<file path="src/rtl/div_radix2.sv">
// Radix-2 restoring divider for DIV/DIVU: WIDTH+2 cycles start-to-idle (valid in cycle WIDTH+1), 2 for divide-by-zero.
// start is ignored while busy; cancel aborts without valid and leaves quotient/remainder untouched.
module div_radix2 #(
    parameter int WIDTH = 32
) (
    input  logic             clk,
    input  logic             rst,
    input  logic             start,
    input  logic             signed_div,
    input  logic [WIDTH-1:0] a,
    input  logic [WIDTH-1:0] b,
    input  logic             cancel,
    output logic             busy,
    output logic             valid,
    output logic [WIDTH-1:0] quotient,
    output logic [WIDTH-1:0] remainder
);
    localparam int CW = $clog2(WIDTH) + 1;

    typedef enum logic [1:0] {IDLE, DIV, DONE} state_t;

    state_t           state, state_nxt;
    logic [WIDTH-1:0] dvd, dvs, q;
    // Partial remainder is always below the divisor, so its top bit lives only in shifted/trial.
    logic [WIDTH-1:0] rem;
    logic [CW-1:0]    count;
    logic             neg_q, neg_r;
    logic             b_zero, last;
    logic [WIDTH:0]   shifted, trial;
    logic [WIDTH-1:0] q_step, r_step, a_mag, b_mag;

    assign b_zero  = (b == '0);
    assign last    = (count == CW'(WIDTH - 1));
    assign a_mag   = (signed_div && a[WIDTH-1]) ? -a : a;
    assign b_mag   = (signed_div && b[WIDTH-1]) ? -b : b;
    assign shifted = {rem, dvd[WIDTH-1]};
    assign trial   = shifted + {1'b1, ~dvs} + (WIDTH+1)'(1);
    assign q_step  = {q[WIDTH-2:0], ~trial[WIDTH]};
    assign r_step  = trial[WIDTH] ? shifted[WIDTH-1:0] : trial[WIDTH-1:0];

    assign busy  = (state != IDLE);
    assign valid = (state == DONE);

    always_ff @(posedge clk) begin
        if (rst) state <= IDLE;
        else     state <= state_nxt;
    end

    always_comb begin
        state_nxt = state;
        case (state)
            IDLE:    if (start) state_nxt = b_zero ? DONE : DIV;
            DIV:     if (last) state_nxt = DONE;
            DONE:    state_nxt = IDLE;
            default: state_nxt = IDLE;
        endcase
        if (cancel) state_nxt = IDLE;
    end

    // Results are loaded on the edge into DONE so they are final in the valid cycle.
    always_ff @(posedge clk) begin
        if (rst) begin
            dvd       <= '0;
            dvs       <= '0;
            q         <= '0;
            rem       <= '0;
            count     <= '0;
            neg_q     <= 1'b0;
            neg_r     <= 1'b0;
            quotient  <= '0;
            remainder <= '0;
        end else if (!cancel) begin
            case (state)
                IDLE: begin
                    if (start) begin
                        if (b_zero) begin
                            quotient  <= '1;
                            remainder <= a;
                        end else begin
                            dvd   <= a_mag;
                            dvs   <= b_mag;
                            neg_q <= signed_div & (a[WIDTH-1] ^ b[WIDTH-1]);
                            neg_r <= signed_div & a[WIDTH-1];
                            rem   <= '0;
                            q     <= '0;
                            count <= '0;
                        end
                    end
                end
                DIV: begin
                    rem   <= r_step;
                    q     <= q_step;
                    dvd   <= {dvd[WIDTH-2:0], 1'b0};
                    count <= count + CW'(1);
                    if (last) begin
                        quotient  <= neg_q ? -q_step : q_step;
                        remainder <= neg_r ? -r_step : r_step;
                    end
                end
                default: ;
            endcase
        end
    end
endmodule
</file>
<file path="config.mk">
export PLATFORM = sky130hd
export DESIGN_NAME = div_radix2
export DESIGN_NICKNAME = d
export VERILOG_FILES = /design/src/rtl/div_radix2.sv
export SDC_FILE = /design/constraint.sdc
export NUM_CORES = 1
export LEC_CHECK = 0
export CAP_MARGIN = 40
export CORE_MARGIN = 2
export CORE_UTILIZATION = 40
export CTS_BUF_LIST = sky130_fd_sc_hd__clkbuf_2
export CTS_CLUSTER_DIAMETER = 40
export DETAILED_ROUTE_END_ITERATION = 8
export GPL_TIMING_DRIVEN = 0
export PLACE_DENSITY = 0.6
export SYNTH_ARGS = -nofsm -noshare
export SYNTH_HDL_FRONTEND = slang
export SYNTH_SLANG_ARGS = --single-unit
export TNS_END_PERCENT = 20
</file>
<file path="constraint.sdc">
create_clock -name clk -period 7.3 [get_ports clk]
set_input_delay 1.46 -clock clk [delete_from_list [all_inputs] [get_ports clk]]
set_output_delay 1.46 -clock clk [all_outputs]
set_load 0.01 [all_outputs]
</file>
== Word level (Yosys, flattened, before mapping) ==
Cells that the tools add are included.
Word-level totals
  bits in registers: 201
  latch bits: 0
  memory bits (writable): 0
  memory bits (read-only): 0
  output and inout port bits: 66
  memories: 0
Operators by class
  add/subtract/negate cells: 7
  multipliers: 0
  divide/modulo/power cells: 0
  order comparisons: 0
  eq/ne operators: 7
  shift operators: 0
  multiplexer cells: 27
  bitwise logic cells: 7
  reduce and logical (&&, ||, !) cells: 11
Operators by type and width (count)
  $mux W32: 15
  $pmux W32 S2: 4
  $neg A32 Y32: 4
  $pmux W31 S2: 1
  $add A33 B1 Y33 const B: 1
  $add A33 B33 Y33: 1
  $logic_not A32 Y1: 1
  $not A32 Y32: 1
  $mux W6: 2
  $pmux W6 S2: 1
  $ne A2 B2 Y1 const B: 4
  $reduce_and A4 Y1: 2
  $add A6 B1 Y6 const B: 1
  $eq A6 B5 Y1 const B: 1
  $mux W2: 3
  $reduce_and A5 Y1: 1
  $pmux W2 S2: 1
  $reduce_bool A2 Y1: 2
  $not A1 Y1: 3
  $and A1 B1 Y1: 2
  $eq A2 B1 Y1 const B: 1
  $eq A2 B2 Y1 const B: 1
  $logic_and A1 B1 Y1: 2
  $logic_not A2 Y1: 1
  3 further kinds: 3

== Longest topological paths before layout ==
Gate-level depths: netlist of run 1.
  depth in word-level cells: 8
  mapped depth: 24

== Worst setup path before layout of run 1 ==
Ideal clock, no wire load.
  kind: register to register
  from: register dvd[31]
  to: register remainder[28]
  library setup time: 0.132 ns
  arrival time: 4.926 ns
  data required time: 7.168 ns
  slack: 2.242 ns
  cell stages (with the launch flop): 25
  path buffers: 4
  clock period less this slack: 5.058 ns
  path through: dfxtp_1 > inv_1 > ha_1 > fa_1 > nand2b_2 > a211oi_2 > o21ai_2 > a211oi_2 > o21a_2 > nor2_4 > inv_4 > buf_8 > buf_6 > clkbuf_1 > buf_1 > nor2_1 > a21oi_1 > ha_1 > inv_1 > or4b_2 > mux2i_1 > nand4_1 > nor3_1 > mux2i_1 > o21ai_0
Between the ends
  longest elaborated chain between the ends: 7
Ends and longest elaborated chain
  start: declaration: RTL line 23  | logic [WIDTH-1:0] dvd, dvs, q;
  start signal: assignment: RTL line 80  | dvd <= a_mag;
  start signal: assignment: RTL line 93  | dvd <= {dvd[WIDTH-2:0], 1'b0};
  $add A33 B33 Y33: RTL line 37  | assign trial = shifted + {1'b1, ~dvs} + (WIDTH+1)'(1);
  $add A33 B1 Y33: RTL line 37
  $mux W32 (*): RTL line 39  | assign r_step = trial[WIDTH] ? shifted[WIDTH-1:0] : trial[WIDTH-1:0];
  $neg A32 Y32: RTL line 97  | remainder <= neg_r ? -r_step : r_step;
  $mux W32 (*): RTL line 97
  $mux W32 (*): RTL line 95  | if (last) begin
  $pmux W32 S2 (*): RTL line 73  | case (state)
  end signal: assignment: RTL line 97
  end: declaration: RTL line 16  | output logic [WIDTH-1:0] remainder
Mark *: on every way between the ends. The rest lies on a longest branch, timed or not. The select of a mux whose other input is x is not followed.
A chain may end at the register's enable or synchronous reset.

== Worst setup path after layout of run 1 ==
Same ends and word-level chain as after synthesis.

==> key figures, run 1 <==
Clock tree
  • Clock transition at the registers of the reported paths: 0.12 ns
  • Clk root buf: clkbuf_2
  • CTS tree: done
  • Clk_lat worst skew: 0.92 ns
  • Resized Gates After CTS: 0
  • Post-CTS setup repair buffer count: 0
  • Clock buffer count from CTS: 54
  • H-tree Lvls: 2
  • CTS Hold Bufs: 0
  • Clock Path Buffers: 3
  • Clock sink count: 201

Timing
  • RSZ-0062 raised after global routing: false
  • Slew @ Worst Pin: 0.9218 ns
  • Final Setup Violations: 0
  • Setup TNS: 0 ns
  • Final Hold Fails: 0
  • Final slew viol count: 0
  • Fin Clk Skew: 0.1246 ns
  • Fmax: 0.1454 GHz
  • Minimum clock period: 6.876 ns
  • Hold WS: 0.4553 ns
  • Slew headroom: 37.98%
  • Period utilization: 94.20%

Min path
  • Worst Hold Class: flip-flop to flip-flop

Pwr
  • NetSw: 886.1 µW
  • PwrDens: 161.7 mW/mm²
  • Clk network pwr share: 32.0%
  • Switching Share: 34.74%
  • Leak Pwr: 0.005934 µW
  • Reg power frac: 45.2%
  • Combinational share of power: 22.8%
  • Cell Int Power: 1665 µW
  • Peak VDD IR: 0.00009117 V

Worst setup path
  • CP delay by family, top: buffers and inverters
  • Critical path peak fanout: 10
  • Setup CP Type: flip-flop to flip-flop
  • Worst EP required: 8.09 ns
  • Arrival time worst endpoint: 7.67 ns
  • Critical Path Start Type: flip-flop
  • Count of buffer and inverter cells on the critical path: 7
  • Cells along the critical path: inv_1 > ha_1 > fa_1 > nand2b_2 > a211oi_2 > o21ai_2 > a211oi_2 > o21a_2 > nor2_4 > inv_4 > buf_8 > buf_6 > clkbuf_1 > buf_1 > nor2_1 > a21oi_1 > ha_1 > inv_1 > or4b_2 > mux2i_1 > nand4_1 > nor3_1 > mux2i_1 > o21ai_0
  • Crit path largest cell delay: 0.73 ns
  • Crit-path slowest cell: buf_1
  • CP Capture Type: flip-flop

Run
  • Max cap viols: 0

Yosys
  • Syn_nets: 1,918
  • Ys Warns: 0
  • Synthesized netlist cell count: 1,811
  • Register bit total from synthesis: 201
  • EDFF count, synth: 0
  • Mean Syn Cell Area: 7.387 µm²
  • Register area share after synthesis: 30.08%
  • Synth cell types: 93
  • Synthesized cell area: 0.01338 mm²
  • Area leader, netlist: dfxtp_1
  • Synth top area share: 30.08%
  • FFs w/ async S/R, synth: 0%
  • Predominant post-synthesis flop cell: dfxtp_1
  • Synth top area cells: dfxtp_1 30%, a21oi_1 7.5%, nand2_1 7.2%

Route
  • WL/cell: 19.57 µm
  • Top layer in use: met4
  • Met3 WL: 3273 µm
  • Drt first pass iters: 5
  • Via count: 14,330
  • Met1 Routed Length: 21,460 µm
  • DRC violations left: 0
  • Routed Antenna Nets: 0
  • 1st-iter DRT viols: 1,122
  • Final wirelength: 48,590 µm
  • DR WL met2: 21,910 µm
  • Via density: 5.772

Global routing
  • Global-route wire length before repair: 76,820 µm
  • Largest net degree at the start of global routing: 16
  • GR Util All Layers: 27.43%
  • Initial antenna violation count: 1
  • Remaining Overflow, GRT: 0
  • Vias in the first global route: 13,800

Status
  • Status: completed

Finish
  • Layout cells sized above 1: 8.088%
  • Multi-input combinational cell area: 0.008574 mm²
  • Finished Layout Cells: 2,483
  • Area delta synth->final: 17.91%
  • Final core utilization: 48.24%
  • FF/Latch Area: 0.004024 mm²
  • Final instance area: 0.01577 mm²
  • Fillers: 3,401
  • Layout Nets: 2,110

Placement
  • Dpl cells: 2,389
  • Input/output buffers: 133
  • HPWL Detailed: 37,250 µm
  • Placed inst area: 0.01529 mm²
  • GP Congestion: 0.9401

Die
  • IO Pins: 135
  • Die area: 0.03492 mm²
  • Die Y: 186.9 µm
  • Width of the die: 186.9 µm
  • Row count: 66
  • Core footprint: 0.03270 mm²
  • Initial Utilization: 40.91%
through the flow:
step                setup WS [ns]  total power, µW
floorplan                   2.242             1535
global placement           0.5131             1741
detailed placement         0.5063             1748
CTS                        0.5570             2565
global route               0.1288             2699
finish                     0.4236             2551
state kept, by name, indices dropped and copies added, names as in the netlist:
register / cells
dvd: 32
state: 2
dvs: 32
count: 6
rem: 32
quotient: 32
neg_q: 1
neg_r: 1
remainder: 32
q: 31
synth_stat cells (all sizes together) (12+ instances only):
cell	instances
nor2	161
xor2	68
o41ai	15
inv	50
nand3	98
nor4	18
o31ai	27
or4	14
o21ai	107
a21o	14
or2	12
clkbuf	86
xnor2	58
ha	37
dfxtp	201
o211ai	30
a21oi	203
nand2	257
or3	26
a31oi	18
mux2i	12
a211oi	61
nor3	41
buf	41
worst reg2reg max path: cells and delay by family, from the launching register on:
kind	cells	cell delay (ns)
flip-flops	1	0.45
multiplexers	2	0.42
buffers and inverters	7	1.84
AO/OA/AOI/OAI	6	1.49
adder cells (fa/ha/maj)	3	1.09
AND/OR/NAND/NOR	6	1.56
cells by family (layout without fill, tap and decap cells):
group                      count (synthesis)  count (layout)  synth area share [%]
and+or+nand+nor                          695             695                 24.21
AOI/OAI and AO/OA                        551             551                 26.28
DFF                                      201             201                 30.08
buffers and inverters                    178             407                 5.827
xor gates and xnor gates                 126             126                 8.249
adders and majority gates                 38              38                 3.610
muxes                                     22              22                 1.740
other                                      0               1                     0
cell type report:
cell class | instances | share of cell area [%]
multi-input combinational | 1432 | 54.36
sequential | 201 | 25.51
timing repair buffer | 136 | 8.614
buffer | 127 | 3.712
tap | 442 | 3.506
clock buffer | 76 | 2.411
inverter | 51 | 1.229
clock inverter | 17 | 0.6425
antenna | 1 | 0.01586
routing by layer:
layer | GRT usage [%] | vias to the layer above
met1 | 36.22 | 6740
li1 | - | 6916
met4 | 11.69 | 0
met3 | 4.484 | 126
met5 | 0 | -
met2 | 44.35 | 550
layout by cell type (no fill, tap or decap), drive strengths merged, types with 5 or more instances in the layout:
cell / n
or2: 12
or4: 14
a31oi: 18
a21o: 14
nor2: 161
nand3: 98
o211ai: 30
o41ai: 15
nor4: 18
nand4: 11
or3: 26
xor2: 68
and2: 10
inv: 51
a211oi: 61
and3: 9
nor2b: 5
mux2i: 12
o211a: 5
ha: 37
clkdlybuf4s50: 133
clkbuf: 162
a311oi: 8
o31ai: 27
o21ai: 107
nand2: 257
xnor2: 58
a21oi: 203
nand2b: 11
dfxtp: 201
nand3b: 7
mux2: 10
o31a: 6
o21a: 11
buf: 44
a21boi: 5
clkinv: 16
nor3: 41
power by group through the flow:
stage | Combinational (µW) | Sequential [µW] | Clock, µW
floorplan | 360 | 1180 | 0
global placement | 564 | 1180 | 0
detailed placement | 571 | 1180 | 0
CTS | 574 | 1150 | 839
global route | 639 | 1160 | 904
finish | 581 | 1150 | 817
final timing paths:
check	from	end	slack (ns)	cells after the start
max	dvd[31]$_SDFFE_PP0P_	remainder[28]$_SDFFE_PP0P_	0.42	24
min	dvs[31]$_SDFFE_PP0P_	dvs[31]$_SDFFE_PP0P_	0.46	2
max reg2reg	dvd[31]$_SDFFE_PP0P_	remainder[28]$_SDFFE_PP0P_	0.42	24
min reg2reg	dvs[31]$_SDFFE_PP0P_	dvs[31]$_SDFFE_PP0P_	0.46	2
Note: power is estimated with default switching activity, not from simulation.
==> inputs of run 2 (changes only) <==
CORE_UTILIZATION = 50   (was 40)
CTS_CLUSTER_DIAMETER = 60   (was 40)
PLACE_DENSITY = 0.72   (was 0.6)
==> run 2 against run 1 <==
  * Core utilization is 12 points higher
  * First-iteration DRC count is 17% higher
  * Register-to-register slack worse by 0.07 ns
  * Final area is 0.74% lower
  * Sequential share of layout area is 0.19 points higher
  * Worst setup slack worse by 0.074 ns
  * Count of clock-buffer cells in the layout stayed put
  * Non-clock buffer count is 1 lower
  * Highest routed layer unchanged
  * Combinational power hardly changed
  * Cell count is 4.0% lower
==> key figures, run 2 (same netlist as run 1, synthesis figures left out) <==
Clock tree
  • Clk root buf: clkbuf_2
  • Clock sink count: 201 (unchanged)
  • Clock Path Buffers: 3 (unchanged)
  • H-tree Lvls: 2 (unchanged)
  • Clock buffer count from CTS: 53 (-1.9%)
  • Clock transition at the registers of the reported paths: 0.11 ns (about the same)
  • CTS Hold Bufs: 0 (unchanged)
  • Resized Gates After CTS: 0 (unchanged)
  • Post-CTS setup repair buffer count: 0 (unchanged)
  • Clk_lat worst skew: 0.92 ns (about the same)
  • CTS tree: done

Worst setup path
  • Count of buffer and inverter cells on the critical path: 7 (unchanged)
  • R2R Path End: remainder[28]$_SDFFE_PP0P_
  • Reg2Reg Depth: 24 (unchanged)
  • Setup CP Type: flip-flop to flip-flop
  • Crit path largest cell delay: 0.71 ns (-0.02 ns)
  • Reg-to-Reg Start: dvd[31]$_SDFFE_PP0P_
  • Arrival time worst endpoint: 7.73 ns (+0.06 ns)
  • Cells along the critical path: inv_1 > ha_1 > fa_1 > nand2b_2 > a211oi_2 > o21ai_2 > a211oi_2 > o21a_2 > nor2_4 > inv_4 > buf_8 > buf_6 > clkbuf_1 > buf_1 > nor2_1 > a21oi_1 > ha_1 > inv_1 > or4b_2 > mux2i_1 > nand4_1 > nor3_1 > mux2i_1 > o21ai_0
  • Critical path peak fanout: 10 (unchanged)
  • CP delay by family, top: buffers and inverters
  • Worst EP required: 8.08 ns (about the same)
  • FF-to-FF setup slack: 0.35 ns (-0.07 ns)
  • Crit-path slowest cell: buf_1
  • CP Capture Type: flip-flop
  • Critical Path Start Type: flip-flop

Timing
  • Final Hold Fails: 0 (unchanged)
  • Minimum clock period: 6.950 ns (+0.07383 ns)
  • Setup TNS: 0 ns (unchanged)
  • Final Setup Violations: 0 (unchanged)
  • Fmax: 0.1439 GHz (-1.1%)
  • RSZ-0062 raised after global routing: false
  • Final slew viol count: 0 (unchanged)
  • Fin Clk Skew: 0.1253 ns (+0.0007470 ns)
  • Hold WS: 0.4584 ns (+0.003099 ns)
  • Slew headroom: 32.97% (-5.0 points)
  • Slew @ Worst Pin: 0.9969 ns (+0.07505 ns)
  • Period utilization: 95.21% (+1.0 points)

Finish
  • Commonest non-fill, non-tap cell in the layout: nand2_1
  • Most frequent cells in the layout: 257 x nand2_1, 201 x a21oi_1, 201 x dfxtp_1, 160 x nor2_1, 133 x clkdlybuf4s50_1
  • Layout Nets: 2,108 (-0.095%)
  • Fillers: 2,562 (-25%)
  • Final core utilization: 59.92% (+12 points)
  • Final instance area: 0.01566 mm² (-0.74%)
  • Area delta synth->final: 17.04%
  • Layout cells sized above 1: 7.978% (-0.11 points)

Placement
  • GP Congestion: 0.9450 (+0.52%)
  • Placed inst area: 0.01515 mm² (-0.91%)
  • HPWL Detailed: 35,490 µm (-4.7%)
  • Input/output buffers: 133 (unchanged)

Min path
  • WHS Path Cells: 2 (unchanged)
  • Worst Hold Class: flip-flop to flip-flop
  • Hold endpoint: dvs[31]$_SDFFE_PP0P_
  • Worst Min Path Start: dvs[31]$_SDFFE_PP0P_

Status
  • Status: completed

Pwr
  • Leak Pwr: 0.005932 µW (about the same)
  • PwrDens: 163.0 mW/mm² (+0.79%)
  • Tot Pwr: 2552 µW (about the same)
  • Peak VDD IR: 0.00009692 V (+6.3%)

Route
  • Routed Antenna Nets: 0 (unchanged)
  • Via density: 6.039 (+4.6%)
  • Final wirelength: 46,520 µm (-4.3%)
  • DRC violations left: 0 (unchanged)
  • Drt first pass iters: 5 (unchanged)
  • Via count: 14,390 (+0.40%)
  • WL/cell: 19.52 µm (-0.25%)
  • 1st-iter DRT viols: 1,316 (+17%)

Run
  • Max cap viols: 0 (unchanged)

Die
  • Initial Utilization: 51.19% (+10 points)
  • Die Y: 167.6 µm (-10%)
  • Width of the die: 167.6 µm (-10%)
  • Row count: 59 (-11%)
  • IO Pins: 135 (unchanged)
  • Die area: 0.02808 mm² (-20%)
  • Core footprint: 0.02613 mm² (-20%)

Global routing
  • Initial antenna violation count: 1 (unchanged)
  • Global-route wire length before repair: 72,850 µm (-5.2%)
  • Vias in the first global route: 13,490 (-2.2%)
  • GR Util All Layers: 32.27% (+4.8 points)
  • Largest net degree at the start of global routing: 15 (-1)
  • Remaining Overflow, GRT: 0 (unchanged)
run 2: worst max path at each step:
stage,startpoint,endpoint,depth (start not counted)
after detailed placement,dvd[31]$_SDFFE_PP0P_,remainder[28]$_SDFFE_PP0P_,24
after global placement,dvd[31]$_SDFFE_PP0P_,remainder[28]$_SDFFE_PP0P_,24
after global routing,dvd[31]$_SDFFE_PP0P_,remainder[28]$_SDFFE_PP0P_,24
after floorplan,dvd[31]$_SDFFE_PP0P_,remainder[28]$_SDFFE_PP0P_,24
after CTS,dvd[31]$_SDFFE_PP0P_,remainder[28]$_SDFFE_PP0P_,24
final,dvd[31]$_SDFFE_PP0P_,remainder[28]$_SDFFE_PP0P_,24
run 2: layout make-up:
class | instances | area [µm²] | share of cell area (%)
Tap cell | 335 | 419.2 | 2.677
Sequential cell | 201 | 4024 | 25.70
Antenna cell | 5 | 12.51 | 0.07991
Inverter | 51 | 193.9 | 1.239
Multi-Input combinational cell | 1432 | 8574 | 54.76
Buffer | 127 | 585.6 | 3.740
Timing Repair Buffer | 135 | 1354 | 8.646
Clock buffer | 76 | 380.4 | 2.429
Clock inverter | 21 | 113.9 | 0.7272
run 2: where the power goes:
group	leakage, µW	total [µW]	internal [µW]	switching [µW]
combinational	0.00393	579	213	366
sequential	0.00163	1150	1130	18.5
clock	0.000373	822	320	502
run 2: layer usage:
| layer | track usage, % | part of all wire, % | vias up |
|---|---|---|---|
| met4 | 10.93 | 3.2 | 0 |
| met1 | 42.15 | 43 | 6726 |
| met5 | 0 | 0 | - |
| li1 | - | - | 6915 |
| met2 | 53.29 | 46 | 615 |
| met3 | 6.571 | 8.4 | 134 |
run 2: worst reg2reg max path: stages (launching register included):
cell,delay [ns]
dfxtp_1,0.44
inv_1,0.07
ha_1,0.27
fa_1,0.46
nand2b_2,0.23
a211oi_2,0.40
o21ai_2,0.24
a211oi_2,0.30
o21a_2,0.30
nor2_4,0.13
inv_4,0.11
buf_8,0.16
buf_6,0.17
clkbuf_1,0.50
buf_1,0.71
nor2_1,0.10
a21oi_1,0.21
ha_1,0.38
inv_1,0.09
or4b_2,0.68
mux2i_1,0.19
nand4_1,0.15
nor3_1,0.25
mux2i_1,0.22
o21ai_0,0.12
run 2: through the flow:
step / setup WS, ns / std cells
after floorplan: 2.242 / 1811
after global placement: 0.6601 / 2279
after detailed placement: 0.6043 / 2281
after CTS: 0.6013 / 2378
after global routing: 0.1585 / 2383
final: 0.3498 / 2383
